File: config.mk
export PLATFORM = sky130hd
export DESIGN_NAME = mod_updown_counter
export DESIGN_NICKNAME = d
export VERILOG_FILES = /design/src/rtl/mod_updown_counter.sv
export SDC_FILE = /design/constraint.sdc
export NUM_CORES = 1
export LEC_CHECK = 0
export ABC_AREA = 1
export CAP_MARGIN = 40
export CORE_MARGIN = 2
export CORE_UTILIZATION = 37
export DETAILED_ROUTE_END_ITERATION = 16
export PLACE_DENSITY = 0.72
export SLEW_MARGIN = 5
export SYNTH_ARGS = -nofsm -noshare
export SYNTH_HDL_FRONTEND = slang
export SYNTH_SLANG_ARGS = --single-unit
File: constraint.sdc
create_clock -name Clk -period 1.3 [get_ports Clk]
set_input_delay 0.26 -clock Clk [delete_from_list [all_inputs] [get_ports Clk]]
set_output_delay 0.26 -clock Clk [all_outputs]
set_load 0.02 [all_outputs]
File: src/rtl/mod_updown_counter.sv
// ============================================================================
// Module  : mod_updown_counter
// Brief   : Modulo-N up/down counter with load, enable prescaler, wrap/saturate
//           boundary modes, boundary event pulse and sticky overflow flag.
// Revision: 1.0 - initial release
// ============================================================================
`default_nettype none

module mod_updown_counter #(
  parameter int WIDTH    = 4,
  parameter int MAX_VAL  = 15,
  parameter int PRESCALE = 1
) (
  input  logic             Clk,
  input  logic             Reset,
  input  logic             En,
  input  logic             Up,
  input  logic             Sat,
  input  logic             Load,
  input  logic [WIDTH-1:0] LoadVal,
  input  logic             ClrOvf,
  output logic [WIDTH-1:0] Count,
  output logic             Evt,
  output logic             Ovf,
  output logic             AtMax,
  output logic             AtMin
);

  localparam int              PW      = (PRESCALE > 1) ? $clog2(PRESCALE) : 1;
  localparam logic [WIDTH-1:0] MAX_C   = WIDTH'(MAX_VAL);
  localparam logic [PW-1:0]    PS_LAST = PW'(PRESCALE - 1);

  generate
    if (WIDTH < 1 || MAX_VAL < 1 || MAX_VAL > (2 ** WIDTH) - 1 || PRESCALE < 1) begin : g_param_check
      $error("mod_updown_counter: illegal parameter combination");
    end
  endgenerate

  logic [PW-1:0]    psc;
  logic [PW-1:0]    psc_next;
  logic [WIDTH-1:0] count_next;
  logic [WIDTH-1:0] load_clamped;
  logic             step;
  logic             boundary;

  assign AtMax = (Count == MAX_C);
  assign AtMin = (Count == '0);

  always_comb begin
    step         = En && (psc == PS_LAST);
    boundary     = 1'b0;
    count_next   = Count;
    psc_next     = psc;
    load_clamped = (LoadVal > MAX_C) ? MAX_C : LoadVal;

    if (En) begin
      psc_next = step ? '0 : psc + 1'b1;
    end

    if (step) begin
      if (Up) begin
        if (AtMax) begin
          boundary   = 1'b1;
          count_next = Sat ? MAX_C : '0;
        end else begin
          count_next = Count + 1'b1;
        end
      end else begin
        if (AtMin) begin
          boundary   = 1'b1;
          count_next = Sat ? '0 : MAX_C;
        end else begin
          count_next = Count - 1'b1;
        end
      end
    end
  end

  // Load leaves Ovf alone apart from an explicit ClrOvf; a boundary set beats ClrOvf.
  always_ff @(posedge Clk) begin
    if (Reset) begin
      Count <= '0;
      psc   <= '0;
      Evt   <= 1'b0;
      Ovf   <= 1'b0;
    end else if (Load) begin
      Count <= load_clamped;
      psc   <= '0;
      Evt   <= 1'b0;
      Ovf   <= Ovf & ~ClrOvf;
    end else begin
      Count <= count_next;
      psc   <= psc_next;
      Evt   <= boundary;
      Ovf   <= boundary | (Ovf & ~ClrOvf);
    end
  end

endmodule

`default_nettype wire

==> run metrics, run 1 <==
# DRC 0; DRT antenna net count 0; RSZ-0062 raised after global routing yes; Sw Pwr 270 µW; initial core utilization 39.2%; Slew headroom 79.6%; Mapped Nets 92; r2r worst-path depth 11; Reg2Reg Launch Point Count[1]; Comb pwr share 43.3%; Syn Inst Count 79; cell row count 13; CTS sink cnt 7; via count 686; CTS tree done; drt total wl 1.62 mm; WHS Path Cells 2; Routed wire per std cell 11.9 µm; Die Y 40.9 µm; total I/O pin count 19; routability congestion estimate 0.845; final worst-path setup slack -129 ps; worst skew pair latency 250 ps; Clock power frac 24.6%; hold slack 440 ps; YS warnings 0; min-delay src psc; gr ovfl total 0; layout cells sized above 1 43.0%; status finished, violations left; Post-synth ARST share 0%; Max rail drop VDD 650 µV; die area 0.00167 mm²; Synth cell types 20; setup TNS -337 ps; clock skew 1.40 ps; Top FF cell, synth dfxtp_1; RR Endpoint Count[0]; register area share after synthesis 27.8%; failing checks negative setup slack; Final HPWL DP 1.24 mm; Synth Register Bits 7; P_leak 0.471 nW; Die Wd 40.9 µm; DR iter-0 viols 22; initial antenna violation count 0; CTS HTree Levels 1; number of synthesized flops with an enable pin 0; vias in the first global route 563; fin crit share 110%; Power Density 823 mW/mm²; Slew Viols, Final 0; CP Launch Type flop; Worst Hold End psc; WS Path Type reg -> out; CP arrival 1170 ps; Seq pwr share 32.0%; drt first pass iters 4; Worst Setup End Kind output pin; dpl ws -360 ps; Non-Filler Instances 136; total track usage 22.8%; critical path required time 1040 ps; n_diodes 0; Cells after DPL 131; Syn Area/Cell 6.38 µm²; largest net degree at the start of global routing 7; Internal 523 µW; buffers added on ports 18; # setup viols final 5; Num CTS Buffers 3; first-pass GRT wire length 2.45 mm; Worst-path clk slew 50 ps; Hold Fails Final Rpt 0; core area 0.00128 mm²; worst-margin pin slew 306 ps; Hold Path Class reg -> reg; Mapped Area 504 µm²; Finished Core Util 75.0%; commonest non-fill, non-tap cell in the layout nand2_1; Worst R2R Setup Slack -80 ps; # nets final 135; Root Buffer clkbuf_4; CP max FO 4; layout overhead on the synthesized area 91.1%; fmax 700 MHz; CTS Buffer Depth 2; switch share 34.0%; Final min period 1430 ps; Vias/cell 5.04; Max Cap Viol 0; commonest non-fill, non-tap cells in the layout nand2_1 (20), buf_4 (19), clkdlybuf4s50_1 (9)
## metrics by stage
stage | instance area, µm² | power [mW]
floorplan | 534 | 0.407
global placement | 872 | 0.563
detailed placement | 872 | 0.571
CTS | 942 | 0.781
global route | 963 | 0.839
finish | 963 | 0.793
## kinds of logic (layout without fill, tap and decap cells)
kind of cell    Yosys count  in the layout  synth area share [%]
xor+xnor                  1              1                  1.74
compound gates           14             14                  16.1
simple gates             43             43                  39.0
buf+inv                  12             54                  10.4
flops                     7              7                  27.8
fa+ha+maj                 2              2                  4.96
## synthesized netlist by cell type (2+ instances only)
| master | instances | area, µm² |
|---|---|---|
| nand2_1 | 21 | 78.8 |
| nand3_1 | 9 | 45.0 |
| nor3_2 | 2 | 20.0 |
| o21ai_1 | 2 | 10.0 |
| dfxtp_1 | 7 | 140 |
| o21ai_0 | 3 | 15.0 |
| a21oi_1 | 5 | 25.0 |
| nor2_1 | 8 | 30.0 |
| ha_1 | 2 | 25.0 |
| inv_1 | 10 | 37.5 |
## critical path, cell delays in order, from the launching register on
cell,delay [ps]
dfxtp_4,360
inv_2,70
ha_4,130
inv_2,50
nor3_4,160
buf_6,150
## layer usage
metal | wire length, µm | global-route usage (%) | share of wire (%)
met5 | 0 | 0 | 0
met4 | 27 | 10.0 | 1.7
met3 | 90 | 3.26 | 5.6
met2 | 803 | 39.8 | 50
met1 | 695 | 27.1 | 43
## what timing repair did
item	CTS	global route
gates cloned	0	0
pin swaps	1	7
resized for setup	38	10
setup buffers	0	1
setup endpoints to repair	13	9
hold buffers	0	0
## layout make-up
| cell class | count | area (µm²) |
|---|---|---|
| Timing Repair Buffer | 39 | 334 |
| Tap cell | 15 | 18.8 |
| Clock buffer | 4 | 26.3 |
| Multi-Input combinational cell | 60 | 385 |
| Inverter | 11 | 43.8 |
| Sequential cell | 7 | 155 |
| Fill cell | 89 | 322 |
## state kept, by name, indices dropped and copies added (netlist names)
register,count
psc,1
Evt,1
Count,4
Ovf,1
## worst max-delay path by stage
stage	startpoint	slack, ps	endpoint	depth (start not counted)
3_3_place_gp	Count[1]	-300	AtMin	5
6_report	Count[1]	-130	AtMin	5
3_5_place_dp	Count[1]	-360	AtMin	5
4_1_cts	Count[1]	-120	AtMin	5
5_1_grt	Count[1]	-170	Count[0]	11
2_1_floorplan	Count[1]	-100	Count[0]	10
## power by group through the flow
| stage | logic (mW) | registers [mW] | clock network [mW] |
|---|---|---|---|
| floorplan | 0.138 | 0.269 | 0 |
| global placement | 0.311 | 0.252 | 0 |
| detailed placement | 0.318 | 0.254 | 0 |
| CTS | 0.323 | 0.253 | 0.205 |
| global route | 0.369 | 0.255 | 0.214 |
| finish | 0.344 | 0.254 | 0.195 |
Note: power is estimated with default switching activity, not from simulation.
==> run 2, diff against run 1 <==
--- a/config.mk
+++ b/config.mk
@@ -6,12 +6,12 @@
 export NUM_CORES = 1
 export LEC_CHECK = 0
 export ABC_AREA = 1
-export CAP_MARGIN = 40
 export CORE_MARGIN = 2
 export CORE_UTILIZATION = 37
 export DETAILED_ROUTE_END_ITERATION = 16
+export HOLD_SLACK_MARGIN = 0.15
 export PLACE_DENSITY = 0.72
-export SLEW_MARGIN = 5
+export SLEW_MARGIN = 20
 export SYNTH_ARGS = -nofsm -noshare
 export SYNTH_HDL_FRONTEND = slang
 export SYNTH_SLANG_ARGS = --single-unit
==> results of run 2 <==
The final DEF is identical to that of run 1; final timing and power are the same.
==> run 3, diff against run 2 <==
--- a/config.mk
+++ b/config.mk
@@ -6,6 +6,7 @@
 export NUM_CORES = 1
 export LEC_CHECK = 0
 export ABC_AREA = 1
+export CAP_MARGIN = 20
 export CORE_MARGIN = 2
 export CORE_UTILIZATION = 37
 export DETAILED_ROUTE_END_ITERATION = 16
==> results of run 3 <==
The final DEF is identical to that of run 1; final timing and power are the same.
